<file path="src/rtl/gate_tt_pkg.sv">
// Shared types and constants for the two-input gate truth-table checker.
package gate_tt_pkg;
  localparam int NUM_VECTORS = 4;
  localparam int SETTLE_W    = 4;

  typedef enum logic [2:0] {IDLE, APPLY, WAIT, SAMPLE, DONE} state_t;
endpackage

</file>
<file path="src/rtl/settle_timer.sv">
// Settle-cycle countdown. It loads on the last APPLY cycle.
// expired is high on the final WAIT cycle.
module settle_timer
  import gate_tt_pkg::*;
(
  input  logic                clk,
  input  logic                rst,
  input  logic                load,
  input  logic [SETTLE_W-1:0] load_val,
  output logic                expired
);
  logic [SETTLE_W-1:0] cnt;

  always_ff @(posedge clk) begin
    if (rst)                cnt <= '0;
    else if (load)          cnt <= load_val;
    else if (cnt != '0)     cnt <= cnt - 1'b1;
  end

  assign expired = (cnt == SETTLE_W'(1));
endmodule

</file>
<file path="config.mk">
export PLATFORM = sky130hd
export DESIGN_NAME = settle_timer
export DESIGN_NICKNAME = d
export VERILOG_FILES = /design/src/rtl/gate_tt_pkg.sv /design/src/rtl/settle_timer.sv
export SDC_FILE = /design/constraint.sdc
export NUM_CORES = 1
export LEC_CHECK = 0
export BUFFER_PORTS_ARGS = -buffer_cell sky130_fd_sc_hd__buf_2
export CORE_AREA = 2 2 39 41
export DETAILED_ROUTE_END_ITERATION = 8
export DIE_AREA = 0 0 41 43
export SLEW_MARGIN = 20
export SYNTH_ARGS = -nofsm -noshare
export SYNTH_HDL_FRONTEND = slang
export SYNTH_SLANG_ARGS = --single-unit
export TNS_END_PERCENT = 10
</file>
<file path="constraint.sdc">
create_clock -name clk -period 1.54 [get_ports clk]
set_input_delay 0.385 -clock clk [delete_from_list [all_inputs] [get_ports clk]]
set_output_delay 0.385 -clock clk [all_outputs]
set_load 0.01 [all_outputs]
</file>
### Word-level counts from Yosys, hierarchy flattened

Index checks and enable logic that the tools add are counted.

* logic and storage cells: 7
* register bits: 4
* input port bits: 7

* reductions and logical operators: 2
* $add $sub $neg: 1
* muxes and demuxes: 2
* eq/ne operators: 1

Operators with widths (number)
* 2-to-1 mux 4 bit: 2
* equality test 4 x 1 -> 1 bit, second input constant: 1
* nonzero test 4 bit: 1
* subtractor 4 x 1 -> 4 bit, second input constant: 1
* nonzero test 2 bit: 1

### Logic depth before layout (Yosys ltp)

Gate-level depths: netlist (run 1).

* depth in word-level cells: 3
* gate-level depth with buffers: 5

### Worst setup path after synthesis (run 1)

No wires, ideal clock.

* kind: register to register
* start point: reg cnt[0]
* end point: reg cnt[1]
* arrival: 1.390 ns
* clock period less this slack: 1.465 ns
* required time: 1.465 ns
* buffers on the path: 0
* cell stages (with the launch flop): 6
* setup slack: 0.075 ns
* cells stage by stage: dfxtp_1 inv_1 ha_1 nor3b_1 mux2_2 o22ai_1

* longest elaborated chain between the ends: 3
* elaborated cells on any way between the ends: 5
* those cells by class: add/sub (1); mux (2); reduce/logical (2)

RTL lines
* start, declared: line settle_timer.sv:12 `logic [SETTLE_W-1:0] cnt;`
* start signal, assigned: line settle_timer.sv:16 `else if (load) cnt <= load_val;`
* start signal, assigned: line settle_timer.sv:17 `else if (cnt != '0) cnt <= cnt - 1'b1;`
* subtractor 4 x 1 -> 4 bit: line settle_timer.sv:17
* 2-to-1 mux 4 bit: line settle_timer.sv:17
* 2-to-1 mux 4 bit: line settle_timer.sv:16

Parallel ways exist; a longest one is shown, timed or not. The select of a mux whose other input is x is not followed.
A chain may end at the register's enable or synchronous reset.

### Final worst setup path (run 1)

* start point: reg cnt[1]
* end point: out expired

* longest elaborated chain between the ends: 1

RTL lines
* equality test 4 x 1 -> 1 bit: line settle_timer.sv:20 `assign expired = (cnt == SETTLE_W'(1));`
* end, declared: line settle_timer.sv:10 `output logic expired`

Every way passes these cells.

==> key figures, run 1 <==
Status
  • Status: finished, final reports clean

Job
  • Max-capacitance violation count: 0

Timing
  • Final setup viols: 0
  • RSZ-0062 raised after global routing: false
  • Slew Limit Headroom: 82.47%
  • Actual slew at the worst max-slew pin: 262.4 ps
  • Tcrit/Tclk final: 93.56%
  • FMAX: 694.1 MHz
  • Clock skew: 0.7932 ps
  • Hold_ws: 368.7 ps
  • Post-layout minimum cycle time: 1441 ps
  • Final hold vios: 0
  • Setup_tns: 0 ps
  • Pins Over Slew Limit: 0

Clocking
  • Clock Pin Slew Worst Setup and Hold Paths: 40 ps
  • CTS tree: done
  • Worst-Skew Late Latency: 230 ps
  • CTS Sinks: 4
  • Post-CTS Setup Inserts: 0
  • CTS Buf Count: 3
  • CTS H-tree lvls: 1
  • Clk root buf: clkbuf_4
  • CTS max path bufs: 2

Critical path
  • Worst R2R End: cnt[2]
  • CP startpoint: cnt[1]
  • Setup crit end kind: output port
  • WS Path Type: flip-flop to output port
  • Worst Path Required: 1150 ps
  • Worst EP arrival: 1060 ps
  • Reg2reg start: cnt[0]
  • Max Fanout on Critical Path: 4
  • R2R depth: 6
  • Startpoint types: flip-flop
  • Flop2flop setup slack: 120 ps
  • Setup crit end: expired

Die
  • Die Ht: 43 um
  • FP Rows: 14
  • Die Span X: 41 um
  • Die ar.: 1763 sq um
  • Core area: 1384 sq um
  • Starting Density: 17.81%
  • I/O pin cnt: 8

Placed design
  • Final HPWL DP: 369.3 um
  • Port bufs: 7
  • Routability cong.: 0.6997

Logic synthesis
  • Share of synthesized registers carrying an async set or reset: 0%
  • Synth top area share: 32.49%
  • Main synth FF type: dfxtp_1
  • Synth Warn #: 0
  • Mapped Area: 246.5 sq um
  • Number of synthesized flops with an enable pin: 0
  • Yosys cell types: 15
  • Top cells by count, synth: dfxtp_1 (4), nand2_1 (4), ha_1 (3)
  • Synth top area cells: dfxtp_1 (32%), ha_1 (15%), xnor2_1 (7.1%)
  • Mapped Avg Cell Area: 9.129 sq um
  • Mapped Cells: 27
  • Synth area leader: dfxtp_1
  • FF+latch count, synth: 4
  • Post-Syn Nets: 37
  • Seq/Total Area, Yosys: 32.49%

Layout
  • Area occupied by multi-input gates: 163.9 sq um
  • Max reg flops: 4
  • Ant. Diodes: 0
  • Share of cells above drive strength 1: 48.72%
  • Area grow syn2layout: 40.61%
  • Storage element area: 82.58 sq um
  • Fillers: 154
  • Final nets: 51
  • Top reg by flops: cnt
  • Top Registers: cnt (4)

Pwr
  • Pwr/cell area: 1087 nW/um^2
  • Pwr Total: 376.9 uW
  • Worst vdd ir: 0.0004447 V
  • Leak pwr: 0.0001537 uW

Routing
  • Met1 wire length: 222 um
  • Iteration-0 DRC Markers: 0
  • Total number of vias: 223
  • Met2 wire length: 214 um
  • DR WL/cell: 8.600 um
  • Routed WL: 473 um
  • Post-route ant nets: 0
  • Met3 routed wirelength: 36 um
  • DRC: 0
  • Vias per inst: 4.055
  • Max Used Layer: met3
  • Drt pass-1 iters: 1

Global route
  • Initial antenna violation count: 0
  • Vias in the first global route: 216
  • Total global routing overflow: 0
  • Largest net degree at the start of global routing: 8
  • GR Util All Layers: 7.028%
  • First-pass GRT wire length: 779 um

Worst hold path
  • Hold depth: 2
  • Worst hold path type: input port to flip-flop
  • Hold path start: rst
==> placed cells by master (no fill, tap or decap), drive strengths merged, types with 2 or more instances in the layout <==
master / netlist / layout
clkbuf: 0 / 3
xnor2: 2 / 2
o22ai: 2 / 2
inv: 2 / 2
nand2: 4 / 4
buf: 0 / 9
dfxtp: 4 / 4
nor3b: 2 / 2
a21oi: 2 / 2
ha: 3 / 3
==> power by group <==
group | leakage [uW] | total [uW] | internal, uW | switching (uW)
logic | 0.000106 | 119 | 68.6 | 50.6
registers | 0.0000338 | 132 | 119 | 13.1
clock network | 0.0000138 | 126 | 86.9 | 38.7
total | 0.000154 | 377 | 274 | 102
==> timing repair <==
action	in CTS	in global routing
gates resized for setup	1	3
setup endpoints to repair	1	2
hold buffers	0	0
==> cell families (layout without fill, tap and decap cells) <==
| logic type | Yosys count | in the layout | share of synthesized area (%) |
|---|---|---|---|
| fa+ha+maj | 3 | 3 | 15.23 |
| compound gates | 6 | 6 | 17.26 |
| xor+xnor | 2 | 2 | 7.108 |
| simple gates | 9 | 9 | 20.31 |
| flops | 4 | 4 | 32.49 |
| mux | 1 | 1 | 4.568 |
| buf+inv | 2 | 14 | 3.047 |
==> area by class of cell <==
cell class,instances,area share (%)
clock buffers,3,6.498
inverters,2,2.166
flip-flops and latches,4,23.83
well taps,16,5.776
multi-input cells,21,47.29
repair buffers,9,14.44
==> how the worst min path moves through the flow <==
stage                        end
after CTS                 cnt[3]
after floorplan           cnt[3]
after detailed placement  cnt[3]
after global placement    cnt[3]
final                     cnt[3]
after global routing      cnt[3]
==> metrics by stage <==
stage | std cells | worst slack (ps) | cell area, sq um | utilization, %
final | 55 | 99.24 | 346.6 | 25.05
after global placement | 52 | 128.2 | 316.6 | 22.88
after global routing | 55 | 7.412 | 346.6 | 25.05
after CTS | 55 | 40.62 | 339.1 | 24.50
after detailed placement | 52 | 84.02 | 316.6 | 22.88
after floorplan | 27 | 74.84 | 246.5 | -
==> routing by layer <==
metal,GRT usage (%),up-vias
li1,-,122
met1,7.395,94
met2,10.00,7
met3,3.141,0
met4,6.000,0
met5,0,-
==> worst max-delay path, cell delays in order (launching register included) <==
cell and delay, ps:
dfxtp_2 330, inv_2 50, ha_1 160, nor3b_2 140, buf_2 140
Power figures use the tool's default switching activity.
==> inputs of run 2 (changes only) <==
CELL_PAD_IN_SITES_DETAIL_PLACEMENT = 1   (was unset)
CELL_PAD_IN_SITES_GLOBAL_PLACEMENT = 1   (was unset)
PLACE_DENSITY_LB_ADDON = 0.1   (was unset)
==> run 2 against run 1 <==
Compared with the run above: routed wire length rose by 35%; sequential power rose by 6%; critical path depth rose by 1; register-to-register slack got worse by 40 ps; cell count rose by 5.5%; design area rose by 18%; die area did not move; largest cell class unchanged; utilization rose by 4.4 points; critical endpoint unchanged; total power rose by 14%; hold slack improved by 2.5 ps; clock power rose by 5%; first-iteration DRC count rose by 5.
==> key figures, run 2 (synthesis results as in run 1) <==
Status
  • Status: finished, final reports clean (unchanged)

Timing
  • Post-layout minimum cycle time: 1525 ps (was 1441 ps)
  • FMAX: 655.9 MHz (was 694.1 MHz)
  • Final setup viols: 0 (unchanged)
  • Actual slew at the worst max-slew pin: 270.6 ps (was 262.4 ps)
  • Clock skew: 0.8069 ps (was 0.7932 ps)
  • Final hold vios: 0 (unchanged)
  • Hold_ws: 371.3 ps (was 368.7 ps)
  • Slew Limit Headroom: 81.93% (was 82.47%)
  • Setup_tns: 0 ps (unchanged)
  • RSZ-0062 raised after global routing: true (was false)
  • Tcrit/Tclk final: 99.01% (was 93.56%)
  • Pins Over Slew Limit: 0 (unchanged)

Routing
  • DR WL/cell: 10.98 um (was 8.600 um)
  • Vias per inst: 4.379 (was 4.055)
  • DRC: 0 (unchanged)
  • Iteration-0 DRC Markers: 5 (was 0)
  • Routed WL: 637 um (was 473 um)
  • Total number of vias: 254 (was 223)
  • Drt pass-1 iters: 2 (was 1)
  • Post-route ant nets: 0 (unchanged)

Clocking
  • CTS tree: done (unchanged)
  • Clk root buf: clkbuf_4 (unchanged)
  • Worst-Skew Late Latency: 240 ps (was 230 ps)
  • CTS max path bufs: 2 (unchanged)
  • Clock Pin Slew Worst Setup and Hold Paths: 40 ps (about the same)
  • CTS Sinks: 4 (unchanged)
  • CTS H-tree lvls: 1 (unchanged)
  • CTS Buf Count: 3 (unchanged)
  • CTS hold repair buffers: 0 (unchanged)

Global route
  • Total global routing overflow: 0 (unchanged)
  • Largest net degree at the start of global routing: 8 (unchanged)
  • First-pass GRT wire length: 1124 um (was 779 um)
  • GR Util All Layers: 9.820% (was 7.028%)
  • Initial antenna violation count: 0 (unchanged)
  • Vias in the first global route: 286 (was 216)

Layout
  • Top reg by flops: cnt (unchanged)
  • Top Registers: cnt (4) (unchanged)
  • Most common cell after layout, fill and taps aside: buf_2 (unchanged)
  • Share of cells above drive strength 1: 61.90% (was 48.72%)
  • Final nets: 54 (was 51)
  • Fin area: 407.9 sq um (was 346.6 sq um)
  • Fillers: 168 (was 154)
  • Area grow syn2layout: 65.48% (was 40.61%)
  • Ant. Diodes: 0 (unchanged)
  • Most frequent cells in the layout: buf_2 (7), nand2_1 (4), buf_4 (4), clkbuf_4 (3) (was buf_2 (7), nand2_1 (4), ha_1 (3), clkbuf_4 (3))
  • Max reg flops: 4 (unchanged)

Critical path
  • Worst R2R End: cnt[2] (unchanged)
  • Startpoint types: flip-flop (unchanged)
  • R2R depth: 6 (unchanged)
  • Reg2reg start: cnt[0] (unchanged)
  • Setup crit end kind: output port (unchanged)
  • Worst Path Required: 1150 ps (about the same)
  • Flop2flop setup slack: 80 ps (was 120 ps)
  • WS Path Type: flip-flop to output port (unchanged)
  • Worst EP arrival: 1140 ps (was 1060 ps)
  • Max Fanout on Critical Path: 3 (was 4)

Pwr
  • Clock network power share: 31.0% (was 33.3%)
  • Leak pwr: 0.0001743 uW (was 0.0001537 uW)
  • Worst vdd ir: 0.0003912 V (was 0.0004447 V)
  • Register share of total power: 32.6% (was 35.0%)
  • Switching power total: 125.1 uW (was 102.4 uW)
  • Pint: 302.9 uW (was 274.5 uW)
  • Gate power share: 36.4% (was 31.6%)
  • Pwr Total: 427.9 uW (was 376.9 uW)
  • Pwr/cell area: 1049 nW/um^2 (was 1087 nW/um^2)
  • Sw Ratio: 29.22% (was 27.17%)

Die
  • Die Span X: 41 um (unchanged)
  • Die ar.: 1763 sq um (unchanged)
  • Starting Density: 17.81% (unchanged)
  • Die Ht: 43 um (unchanged)
  • Core area: 1384 sq um (unchanged)
  • FP Rows: 14 (unchanged)
  • I/O pin cnt: 8 (unchanged)

Worst hold path
  • Hold depth: 2 (unchanged)
  • Hold path start: rst (unchanged)
  • Worst hold path type: input port to flip-flop (unchanged)
  • Worst hold endpoint: cnt[3] (unchanged)

Job
  • Max-capacitance violation count: 0 (unchanged)

Placed design
  • Final HPWL DP: 490.5 um (was 369.3 um)
  • Port bufs: 7 (unchanged)
  • Routability cong.: 0.6473 (was 0.6997)
  • Placed Area: 331.6 sq um (was 316.6 sq um)
[run 2: cell types whose count changed in the layout (fill, tap and decap cells not counted)]
| cell | previous run | this run |
|---|---|---|
| ha_4 | 0 | 1 |
| buf_6 | 0 | 1 |
| dfxtp_4 | 0 | 1 |
| nor3b_1 | 1 | 0 |
| a21oi_1 | 1 | 0 |
| or3_4 | 0 | 1 |
| dfxtp_2 | 2 | 1 |
| ha_1 | 3 | 2 |
| a21oi_2 | 1 | 2 |
| nor3b_4 | 0 | 1 |
| or3_1 | 1 | 0 |
| buf_4 | 2 | 4 |
[run 2: critical path, stage by stage (launching register included)]
cell and delay (ps):
dfxtp_2 330, inv_2 40, buf_6 110, ha_4 140, nor3b_4 130, buf_2 140
[run 2: worst max-delay path by stage]
stage / from / end / slack (ps) / depth (start not counted)
after global routing: cnt[1] / expired / -40 / 5
final: cnt[1] / expired / 20 / 5
after global placement: cnt[0] / cnt[2] / 30 / 6
after floorplan: cnt[0] / cnt[1] / 70 / 5
after detailed placement: cnt[0] / cnt[2] / -10 / 6
after CTS: cnt[1] / expired / 6 / 5
[run 2: layer usage]
metal | track usage, % | routed length [um]
met1 | 10.22 | 268
met2 | 15.00 | 325
met3 | 1.571 | 28
met4 | 10.00 | 14
met5 | 0 | 0
[run 2: what timing repair did]
item | CTS | global route
resized for setup | 6 | 6
pin swaps | 0 | 1
hold endpoints to repair | 0 | 0
endpoints found under the setup margin | 2 | 4
buffers inserted | 1 | 0
[run 2: power groups by stage]
stage          Sequential, uW  Combinational [uW]  Clock [uW]
2_1_floorplan             128                77.3           0
3_3_place_gp              133                 132           0
3_5_place_dp              134                 133           0
4_1_cts                   135                 144         139
5_1_grt                   141                 178         146
6_report                  140                 156         132
[run 2: area by class of cell]
class                           instances  area [sq um]  area share [%]
Inverter                                2         7.507           1.840
Multi-Input combinational cell         21         196.4           48.16
Clock buffer                            3         22.52           5.521
Timing Repair Buffer                   12         76.32           18.71
Tap cell                               16         20.02           4.908
Sequential cell                         4         85.08           20.86
[run 2: stage by stage]
stage | instances | util [%] | setup slack, ps
floorplan | 27 | - | 74.84
detailed placement | 54 | 23.96 | -10.52
global route | 58 | 29.48 | -37.89
CTS | 58 | 27.12 | 6.233
finish | 58 | 29.48 | 15.26
global placement | 54 | 23.96 | 32.92
